### src/rtl/sd_cmd_seq.sv
// sd_cmd_seq: runs one complete SD-card SPI transaction per request on top of the
// `sd` byte engine (80-clock init, command frame, R1 poll, optional 4-byte trailer
// or 512-byte block read into an external buffer).
//
// Ports
//   clock50, reset_n          : 50 MHz clock, asynchronous active-low reset
//   start, op, cmd_index,
//   cmd_arg, cmd_crc          : transaction request (op 0 INIT, 1 CMD+R1,
//                               2 CMD+R1+block read, 3 CMD+R1+4 trailer bytes)
//   busy, done, r1, resp, err : transaction status and results
//   buf_we, buf_addr, buf_data: block-read buffer write port
//   sd_signal, sd_cmd, sd_out : command interface to `sd`
//   sd_din, sd_busy           : result and status from `sd`
module sd_cmd_seq #(
    parameter int unsigned R1_POLL_MAX    = 8,
    parameter int unsigned TOKEN_POLL_MAX = 4096,
    parameter int unsigned BUSY_WAIT      = 8
) (
    input  logic        clock50,
    input  logic        reset_n,
    input  logic        start,
    input  logic [1:0]  op,
    input  logic [5:0]  cmd_index,
    input  logic [31:0] cmd_arg,
    input  logic [7:0]  cmd_crc,
    output logic        busy,
    output logic        done,
    output logic [7:0]  r1,
    output logic [31:0] resp,
    output logic [2:0]  err,
    output logic        buf_we,
    output logic [8:0]  buf_addr,
    output logic [7:0]  buf_data,
    output logic        sd_signal,
    output logic [1:0]  sd_cmd,
    output logic [7:0]  sd_out,
    input  logic [7:0]  sd_din,
    input  logic        sd_busy
);

    localparam int unsigned CntMax0 = (TOKEN_POLL_MAX > 512) ? TOKEN_POLL_MAX : 512;
    localparam int unsigned CntMax  = (R1_POLL_MAX > CntMax0) ? R1_POLL_MAX : CntMax0;
    localparam int unsigned CntW    = $clog2(CntMax);
    localparam int unsigned WaitW   = (BUSY_WAIT > 1) ? $clog2(BUSY_WAIT) : 1;

    localparam logic [2:0] ErrOk       = 3'd0;
    localparam logic [2:0] ErrR1Tmo    = 3'd1;
    localparam logic [2:0] ErrR1Bad    = 3'd2;
    localparam logic [2:0] ErrBadTok   = 3'd3;
    localparam logic [2:0] ErrTokTmo   = 3'd4;
    localparam logic [2:0] ErrNoEngine = 3'd5;

    localparam logic [1:0] CmdInit = 2'd0;
    localparam logic [1:0] CmdXfer = 2'd1;
    localparam logic [1:0] CmdCsLo = 2'd2;
    localparam logic [1:0] CmdCsHi = 2'd3;

    // Engine-call handshake; StResult is the clock after sd_busy falls.
    typedef enum logic [2:0] {
        StIdle, StIssue, StWaitHi, StWaitLo, StResult, StDone
    } state_e;

    // Which step of the transaction the current engine call belongs to.
    typedef enum logic [3:0] {
        PhInit, PhCsLo, PhPre, PhFrame, PhR1Poll, PhResp,
        PhToken, PhData, PhCrc, PhPost, PhCsHi
    } phase_e;

    state_e            state_q, state_d;
    phase_e            phase_q, phase_d;
    logic [CntW-1:0]   cnt_q, cnt_d;
    logic [WaitW-1:0]  wait_q, wait_d;
    logic [1:0]        op_q, op_d;
    logic [5:0]        idx_q, idx_d;
    logic [31:0]       arg_q, arg_d;
    logic [7:0]        crc_q, crc_d;
    logic [7:0]        r1_q, r1_d;
    logic [31:0]       resp_q, resp_d;
    logic [2:0]        err_q, err_d;
    logic              buf_we_q, buf_we_d;
    logic [8:0]        buf_addr_q, buf_addr_d;
    logic [7:0]        buf_data_q, buf_data_d;

    always_ff @(posedge clock50 or negedge reset_n) begin
        if (!reset_n) begin
            state_q    <= StIdle;
            phase_q    <= PhInit;
            cnt_q      <= '0;
            wait_q     <= '0;
            op_q       <= 2'd0;
            idx_q      <= 6'd0;
            arg_q      <= 32'd0;
            crc_q      <= 8'd0;
            r1_q       <= 8'hFF;
            resp_q     <= 32'd0;
            err_q      <= ErrOk;
            buf_we_q   <= 1'b0;
            buf_addr_q <= 9'd0;
            buf_data_q <= 8'd0;
        end else begin
            state_q    <= state_d;
            phase_q    <= phase_d;
            cnt_q      <= cnt_d;
            wait_q     <= wait_d;
            op_q       <= op_d;
            idx_q      <= idx_d;
            arg_q      <= arg_d;
            crc_q      <= crc_d;
            r1_q       <= r1_d;
            resp_q     <= resp_d;
            err_q      <= err_d;
            buf_we_q   <= buf_we_d;
            buf_addr_q <= buf_addr_d;
            buf_data_q <= buf_data_d;
        end
    end

    always_comb begin
        state_d    = state_q;
        phase_d    = phase_q;
        cnt_d      = cnt_q;
        wait_d     = wait_q;
        op_d       = op_q;
        idx_d      = idx_q;
        arg_d      = arg_q;
        crc_d      = crc_q;
        r1_d       = r1_q;
        resp_d     = resp_q;
        err_d      = err_q;
        buf_we_d   = 1'b0;
        buf_addr_d = buf_addr_q;
        buf_data_d = buf_data_q;

        // Address advances in the clock after each write strobe.
        if (buf_we_q) begin
            buf_addr_d = buf_addr_q + 9'd1;
        end

        unique case (state_q)
            StIdle: begin
                if (start && !sd_busy) begin
                    op_d       = op;
                    idx_d      = cmd_index;
                    arg_d      = cmd_arg;
                    crc_d      = cmd_crc;
                    err_d      = ErrOk;
                    buf_addr_d = 9'd0;
                    cnt_d      = '0;
                    phase_d    = (op == 2'd0) ? PhInit : PhCsLo;
                    state_d    = StIssue;
                end
            end
            StIssue: begin
                wait_d  = '0;
                state_d = StWaitHi;
            end
            StWaitHi: begin
                if (sd_busy) begin
                    state_d = StWaitLo;
                end else if (wait_q == WaitW'(BUSY_WAIT - 1)) begin
                    // Engine never answered: skip POST/CS_HI, nothing to talk to.
                    err_d   = ErrNoEngine;
                    state_d = StDone;
                end else begin
                    wait_d = wait_q + WaitW'(1);
                end
            end
            StWaitLo: begin
                if (!sd_busy) begin
                    state_d = StResult;
                end
            end
            StResult: begin
                state_d = StIssue;
                case (phase_q)
                    PhInit: state_d = StDone;
                    PhCsLo: phase_d = PhPre;
                    PhPre: begin
                        phase_d = PhFrame;
                        cnt_d   = '0;
                    end
                    PhFrame: begin
                        if (cnt_q == CntW'(5)) begin
                            phase_d = PhR1Poll;
                            cnt_d   = '0;
                        end else begin
                            cnt_d = cnt_q + CntW'(1);
                        end
                    end
                    PhR1Poll: begin
                        if (!sd_din[7]) begin
                            r1_d  = sd_din;
                            cnt_d = '0;
                            unique case (op_q)
                                2'd3: phase_d = PhResp;
                                2'd2: begin
                                    if (sd_din != 8'h00) begin
                                        err_d   = ErrR1Bad;
                                        phase_d = PhPost;
                                    end else begin
                                        phase_d = PhToken;
                                    end
                                end
                                default: phase_d = PhPost;
                            endcase
                        end else if (cnt_q == CntW'(R1_POLL_MAX - 1)) begin
                            err_d   = ErrR1Tmo;
                            phase_d = PhPost;
                        end else begin
                            cnt_d = cnt_q + CntW'(1);
                        end
                    end
                    PhResp: begin
                        resp_d = {resp_q[23:0], sd_din};
                        if (cnt_q == CntW'(3)) begin
                            phase_d = PhPost;
                        end else begin
                            cnt_d = cnt_q + CntW'(1);
                        end
                    end
                    PhToken: begin
                        if (sd_din == 8'hFE) begin
                            phase_d = PhData;
                            cnt_d   = '0;
                        end else if (sd_din == 8'hFF) begin
                            if (cnt_q == CntW'(TOKEN_POLL_MAX - 1)) begin
                                err_d   = ErrTokTmo;
                                phase_d = PhPost;
                            end else begin
                                cnt_d = cnt_q + CntW'(1);
                            end
                        end else begin
                            err_d   = ErrBadTok;
                            phase_d = PhPost;
                        end
                    end
                    PhData: begin
                        buf_we_d   = 1'b1;
                        buf_data_d = sd_din;
                        if (cnt_q == CntW'(511)) begin
                            phase_d = PhCrc;
                            cnt_d   = '0;
                        end else begin
                            cnt_d = cnt_q + CntW'(1);
                        end
                    end
                    PhCrc: begin
                        if (cnt_q == CntW'(1)) begin
                            phase_d = PhPost;
                        end else begin
                            cnt_d = cnt_q + CntW'(1);
                        end
                    end
                    PhPost: phase_d = PhCsHi;
                    PhCsHi: state_d = StDone;
                    default: state_d = StDone;
                endcase
            end
            StDone: begin
                state_d = StIdle;
                phase_d = PhInit;
            end
            default: state_d = StIdle;
        endcase
    end

    always_comb begin
        sd_signal = (state_q == StIssue);
        busy      = (state_q != StIdle) && (state_q != StDone);
        done      = (state_q == StDone);
        r1        = r1_q;
        resp      = resp_q;
        err       = err_q;
        buf_we    = buf_we_q;
        buf_addr  = buf_addr_q;
        buf_data  = buf_data_q;

        case (phase_q)
            PhInit:  sd_cmd = CmdInit;
            PhCsLo:  sd_cmd = CmdCsLo;
            PhCsHi:  sd_cmd = CmdCsHi;
            default: sd_cmd = CmdXfer;
        endcase

        sd_out = 8'hFF;
        if (phase_q == PhFrame) begin
            case (cnt_q[2:0])
                3'd0:    sd_out = {2'b01, idx_q};
                3'd1:    sd_out = arg_q[31:24];
                3'd2:    sd_out = arg_q[23:16];
                3'd3:    sd_out = arg_q[15:8];
                3'd4:    sd_out = arg_q[7:0];
                3'd5:    sd_out = crc_q;
                default: sd_out = 8'hFF;
            endcase
        end
    end

endmodule
### config.mk
export PLATFORM = sky130hd
export DESIGN_NAME = sd_cmd_seq
export DESIGN_NICKNAME = d
export VERILOG_FILES = /design/src/rtl/sd_cmd_seq.sv
export SDC_FILE = /design/constraint.sdc
export NUM_CORES = 1
export LEC_CHECK = 0
export ABC_AREA = 1
export BUFFER_PORTS_ARGS = -buffer_cell sky130_fd_sc_hd__buf_2
export CAP_MARGIN = 30
export CORE_UTILIZATION = 45
export CTS_CLUSTER_SIZE = 14
export DETAILED_ROUTE_END_ITERATION = 10
export PLACE_DENSITY_LB_ADDON = 0.25
export SLEW_MARGIN = 20
export SYNTH_ARGS = -nofsm -noshare
export SYNTH_HDL_FRONTEND = slang
export SYNTH_SLANG_ARGS = --single-unit
### constraint.sdc
create_clock -name clock50 -period 6 [get_ports clock50]
set_clock_uncertainty 0.05 [all_clocks]
set_input_delay 1.8 -clock clock50 [delete_from_list [all_inputs] [get_ports clock50]]
set_output_delay 1.8 -clock clock50 [all_outputs]
set_load 0.005 [all_outputs]
==> summary.txt, run 1 <==
Clock tree
  • Clock sink total: 131
  • CTS Buffer Depth: 2
  • Clk root buf: clkbuf_16
  • TritonCTS clock tree: done
  • Clock Latency Late Sink: 430 ps
  • Htree depth: 4
  • Clk slew on worst S/H paths: 60 ps
  • CTS buffer count: 17
  • Post-CTS sizing: 0
  • Post-CTS Setup Repair Bufs: 0
  • Hold buffers post-CTS: 0

Yosys
  • Synth area leaders: dfrtp_1, nand2_1, inv_1
  • Mapped cell area: 0.00653 mm^2
  • #FFs+latches synth: 131
  • Mapped Cells: 856
  • Area leader, netlist: dfrtp_1
  • Register area share after synthesis: 50.3%
  • Syn avg cell area: 7.63 um^2
  • Synth Warn #: 0
  • Netlist cell types: 34
  • Top cell type's share of synthesized area: 47.1%
  • Syn_nets: 924

Floorplanning
  • Row cnt: 43
  • Starting density of the core: 46.5%
  • I/O pin total: 134
  • Die X: 122 um
  • Area of the core: 0.0140 mm^2
  • Die footprint: 0.0150 mm^2
  • Die height: 122 um

Global routing
  • Total track usage: 22.5%
  • First-pass GRT wire length: 25900 um
  • Largest net degree at the start of global routing: 74
  • Initial antenna violation count: 0
  • Vias in the first global route: 5365
  • Grt ovf: 0

Route
  • Router iterations before antenna repair: 5
  • Met3 WL post-DR: 982 um
  • DRT met1 WL: 7550 um
  • Highest routed layer: met4
  • Vias: 5884
  • Post-route ant nets: 0
  • Iteration-0 DRC Markers: 362
  • Vias per inst: 4.99
  • Number of remaining DRC errors: 0
  • Routed wire length: 15800 um
  • Met2 WL: 7010 um
  • Avg WL per Cell: 13.4 um

Setup path
  • Delay-heaviest family, CP: simple AND/OR/NAND/NOR gates
  • Worst Path Arrival: 2340 ps
  • Worst path slowest cell: a21oi_1
  • Setup crit end kind: output port
  • Max FO, Critical Path: 7
  • Critical path type: reg -> out
  • Worst Path Required: 4150 ps
  • WP buf/inv: 3
  • Crit path launch type: flop
  • Slowest stage delay, CP: 500 ps
  • CP Cell Sequence: nor2_1 -> inv_1 -> nor2_1 -> inv_1 -> a21oi_1 -> nand4_1 -> buf_2

Layout
  • Total Nets Final: 1054
  • Layout cells sized above 1: 21.6%
  • Final Util: 56.6%
  • Commonest non-fill, non-tap cell in the layout: nand2_1
  • Final cell count without fillers: 1179
  • Most frequent cells in the layout: nand2_1, buf_2, dfrtp_1, inv_1, nor2_1
  • Antenna cells: 0
  • Fin area: 0.00795 mm^2
  • Synthesis-to-layout area growth: 21.7%

Worst hold path
  • HP Class: reg -> reg

STA
  • Pins Over Slew Limit: 0
  • TNS Setup: 0 ps
  • Final setup viols: 0
  • RSZ-0062 raised after global routing: false
  • Hold_ws: 388 ps
  • Fin crit share: 69.8%
  • Tmin final: 4190 ps
  • Peak Freq: 0.239 GHz
  • Final hold viol count: 0
  • Slew headroom: 56.3%
  • Setup ws final: 1810 ps
  • Worst slew pin tran: 654 ps

Power
  • Cell internal pwr: 1.85 mW
  • Pleak: 4.26 nW
  • Switching fraction of total power: 34.8%
  • Combinational group share of total power: 23.4%
  • Sw Pwr: 991 uW
  • Max VDD drop: 214 uV
  • Tot Pwr: 2.84 mW
  • Clock power frac: 34.5%
  • Flop pwr share: 42.2%
  • PD cells: 358 mW/mm^2

Placed design
  • Placed instance count: 1146
  • Place WS: 2300 ps
  • Dpl hpwl: 11700 um
  • I/O Buffers: 133
  • Global placer's final weighted congestion: 0.907
  • Placed inst area: 0.00736 mm^2

Flow run
  • Max_cap viols: 0

Run status
  • Outcome: finished, final reports clean
## worst paths after layout
| check | startpoint | to | slack [ps] | cells past startpoint |
|---|---|---|---|---|
| worst max register to register | state_q[1]$_DFFE_PN0P_ | resp[9]$_DFFE_PN0P_ | 3640 | 7 |
| max in group asynchronous | reset_n | r1[4]$_DFFE_PN1P_ | 3690 | 3 |
| worst min register to register | r1[7]$_DFFE_PN1P_ | r1[7]$_DFFE_PN1P_ | 390 | 2 |
| worst max-delay path | phase_q[3]$_DFFE_PN0P_ | sd_out[1] | 1810 | 7 |
| worst min-delay path | r1[7]$_DFFE_PN1P_ | r1[7]$_DFFE_PN1P_ | 390 | 2 |
| min in group asynchronous | reset_n | crc_q[3]$_DFFE_PN0P_ | 1190 | 1 |
## layout make-up
class | instances | area, um^2
Tap cell | 180 | 225
Inverter | 80 | 300
Multi-Input combinational cell | 618 | 2820
Fill cell | 1344 | 6090
Timing Repair Buffer | 138 | 746
Clock buffer | 17 | 425
Sequential cell | 131 | 3290
Clock inverter | 15 | 139
## Yosys cell counts
cell type    n
a22o_1       1
nand3_1     36
inv_2       11
ha_1         8
nor2_4       6
nor2_8       1
o21ai_1      7
buf_4        1
buf_2       12
nor3_4       1
a211oi_1     1
mux2_2       1
dfstp_2      8
dfrtp_1    123
nor3_1      11
nand4_1     16
a21boi_0     1
a221oi_1     6
nand2_4      1
a21oi_1     24
nor2_1      63
buf_6        1
nand2_1    361
inv_1       69
o21ai_0     42
buf_1        3
nand3_2      1
nor3_2       1
xor2_1       3
nand2_2      7
o22ai_1      7
clkbuf_1    10
xnor2_1      5
nor2_2       7
## cells by family after synthesis
kind of cell    synth area share (%)
compound gates                  7.43
xor+xnor                        1.07
fa+ha+maj                       1.53
buf+inv                         6.55
flops                           50.3
mux                            0.172
simple gates                    32.9
## power by group through the flow
stage	clock network [mW]	registers [mW]	logic (mW)
finish	0.980	1.20	0.665
global route	1.04	1.22	0.774
CTS	0.994	1.20	0.668
detailed placement	0	1.21	0.666
global placement	0	1.21	0.652
floorplan	0	1.17	0.475
## flip-flops by register name, indices dropped and copies added (netlist names)
register  count
arg_q        32
buf_addr      9
buf_data      8
buf_we        1
cnt_q        12
crc_q         8
err           3
idx_q         6
op_q          2
phase_q       4
r1            8
resp         32
state_q       3
wait_q        3
## layer usage
| metal | vias to the layer above | GRT usage, % |
|---|---|---|
| li1 | 2966 | - |
| met5 | - | 0 |
| met1 | 2707 | 31.8 |
| met4 | 0 | 8.54 |
| met3 | 25 | 5.62 |
| met2 | 186 | 33.3 |
## tightest hold or removal path: stages (launching register included)
cell and delay, ps:
dfstp_2 360, inv_1 40, nor2_1 40
No activity file was read; power rests on OpenSTA's default activity.
==> run 2: changes to the inputs <==
==> constraint.sdc (replaced) <==
create_clock -name clock50 -period 3.75 [get_ports clock50]
set_clock_uncertainty 0.05 [all_clocks]
set_input_delay 1.125 -clock clock50 [delete_from_list [all_inputs] [get_ports clock50]]
set_output_delay 1.125 -clock clock50 [all_outputs]
set_load 0.005 [all_outputs]
==> run 2 against run 1 <==
Against the previous run:
- utilization is 0.66 points higher
- global-route usage rose by 0.57 points
- routed wire length is 1.2% higher
- register-to-register slack got worse by 2000 ps
- sequential power increased by 59%
- critical path depth stayed put
- design area rose by 1.2%
- die area stayed put
- highest routed layer unchanged
==> summary.txt, run 2 (synthesis gave the netlist of run 1 again) <==
Run status
  • Outcome: finished, final reports clean

Layout
  • Most frequent cells in the layout: nand2_1, buf_2, dfrtp_1, inv_1, nor2_1
  • Antenna cells: 0
  • Total Nets Final: 1055
  • Commonest non-fill, non-tap cell in the layout: nand2_1
  • Layout cells sized above 1: 21.6%
  • Final Util: 57.3%
  • Fin area: 0.00804 mm^2
  • Final cell count without fillers: 1179
  • Synthesis-to-layout area growth: 23.1%

STA
  • Pins Over Slew Limit: 0
  • Fin crit share: 95.5%
  • Setup ws final: 169 ps
  • RSZ-0062 raised after global routing: false
  • Slew headroom: 56.3%
  • Hold_ws: 391 ps
  • Final hold viol count: 0
  • Worst slew pin tran: 655 ps
  • Final setup viols: 0
  • Peak Freq: 0.279 GHz
  • TNS Setup: 0 ps
  • Tmin final: 3580 ps

Clock tree
  • CTS buffer count: 17
  • Clk root buf: clkbuf_16
  • Clock sink total: 131
  • CTS Buffer Depth: 2
  • Post-CTS Setup Repair Bufs: 0
  • TritonCTS clock tree: done
  • Clock Latency Late Sink: 420 ps
  • Post-CTS sizing: 0
  • Htree depth: 4
  • Hold buffers post-CTS: 0
  • Clk slew on worst S/H paths: 60 ps

Setup path
  • Delay-heaviest family, CP: simple AND/OR/NAND/NOR gates
  • Worst Path Required: 2570 ps
  • Crit path launch type: flop
  • Slowest stage delay, CP: 540 ps
  • Critical path type: reg -> out
  • Max FO, Critical Path: 7
  • Worst Path Arrival: 2410 ps
  • R2R depth: 8
  • Worst path slowest cell: a21oi_1
  • WP buf/inv: 3
  • Worst path depth: 7
  • CP Cell Sequence: nor2_1 -> inv_1 -> nor2_1 -> inv_1 -> a21oi_1 -> nand4_1 -> buf_2
  • Setup crit end kind: output port

Floorplanning
  • I/O pin total: 134
  • Row cnt: 43
  • Die footprint: 0.0150 mm^2
  • Area of the core: 0.0140 mm^2
  • Die X: 122 um
  • Starting density of the core: 46.5%
  • Die height: 122 um

Global routing
  • Met3 Resource Use GR: 4.93%
  • Largest net degree at the start of global routing: 64
  • Initial antenna violation count: 0
  • Met1 Use GR: 31.9%
  • Met2 usage: 35.6%
  • Total track usage: 23.1%
  • GRT Max-Usage Layer: met2
  • Vias in the first global route: 5535
  • Grt ovf: 0
  • First-pass GRT wire length: 26700 um

Placed design
  • Global placer's final weighted congestion: 0.930
  • Place WS: 669 ps
  • Placed instance count: 1148
  • Placed inst area: 0.00737 mm^2
  • Dpl hpwl: 11500 um
  • I/O Buffers: 133

Worst hold path
  • HP Class: reg -> reg
  • Hold path depth: 2

Route
  • Router iterations before antenna repair: 5
  • Number of remaining DRC errors: 0
  • Avg WL per Cell: 13.6 um
  • Routed wire length: 16000 um
  • Iteration-0 DRC Markers: 425
  • Post-route ant nets: 0
  • Vias: 5940
  • Vias per inst: 5.04

Power
  • Clock power frac: 39.0%
  • Max VDD drop: 393 uV
  • Tot Pwr: 4.85 mW
  • Combinational group share of total power: 21.6%
  • Flop pwr share: 39.4%
  • PD cells: 603 mW/mm^2
  • Sw Pwr: 1.49 mW
  • Cell internal pwr: 3.35 mW
  • Pleak: 4.31 nW
  • Switching fraction of total power: 30.8%

Flow run
  • Max_cap viols: 0
run 2: cell count changes in the layout (fill, tap and decap cells not counted):
cell / before / now
bufinv_16: 0 / 6
inv_6: 7 / 1
clkinv_4: 4 / 1
buf_16: 2 / 0
clkinv_2: 0 / 2
buf_12: 0 / 1
buf_4: 4 / 5
buf_8: 0 / 1
clkbuf_8: 0 / 1
clkinv_8: 1 / 0
clkinvlp_4: 2 / 3
inv_8: 1 / 0
run 2: worst paths after layout:
path / startpoint / endpoint / slack (ps)
setup / recovery: phase_q[2]$_DFFE_PN0P_ / sd_out[1] / 170
hold / removal: r1[7]$_DFFE_PN1P_ / r1[7]$_DFFE_PN1P_ / 390
setup reg to reg: state_q[1]$_DFFE_PN0P_ / resp[1]$_DFFE_PN0P_ / 1690
hold reg to reg: r1[7]$_DFFE_PN1P_ / r1[7]$_DFFE_PN1P_ / 390
max in group asynchronous: reset_n / phase_q[3]$_DFFE_PN0P_ / 2170
min in group asynchronous: reset_n / buf_addr[7]$_DFF_PN0_ / 630
run 2: power by group through the flow:
stage / combinational (mW) / clock (mW) / sequential, mW
floorplan: 0.760 / 0 / 1.87
global placement: 1.03 / 0 / 1.92
detailed placement: 1.05 / 0 / 1.92
CTS: 1.06 / 1.92 / 1.90
global route: 1.22 / 1.98 / 1.94
finish: 1.05 / 1.89 / 1.91
run 2: cell type report:
| class | count | area [um^2] |
|---|---|---|
| clock buffers | 18 | 439 |
| clock inverters | 13 | 230 |
| fillers | 1310 | 6000 |
| inverters | 80 | 300 |
| multi-input cells | 618 | 2820 |
| flip-flops and latches | 131 | 3290 |
| well taps | 180 | 225 |
| repair buffers | 139 | 733 |
run 2: worst register-to-register path: stages (launching register included):
cell	delay, ps
dfrtp_1	410
nor2_2	190
nand2_2	160
nor2_4	200
buf_4	290
inv_1	260
buf_8	240
nand2_1	70
o21ai_0	70
run 2: per-layer routing:
metal	part of all wire [%]	wire [um]
met1	49	7770
met2	45	7200
met3	4.7	751
met4	1.7	279
met5	0	0
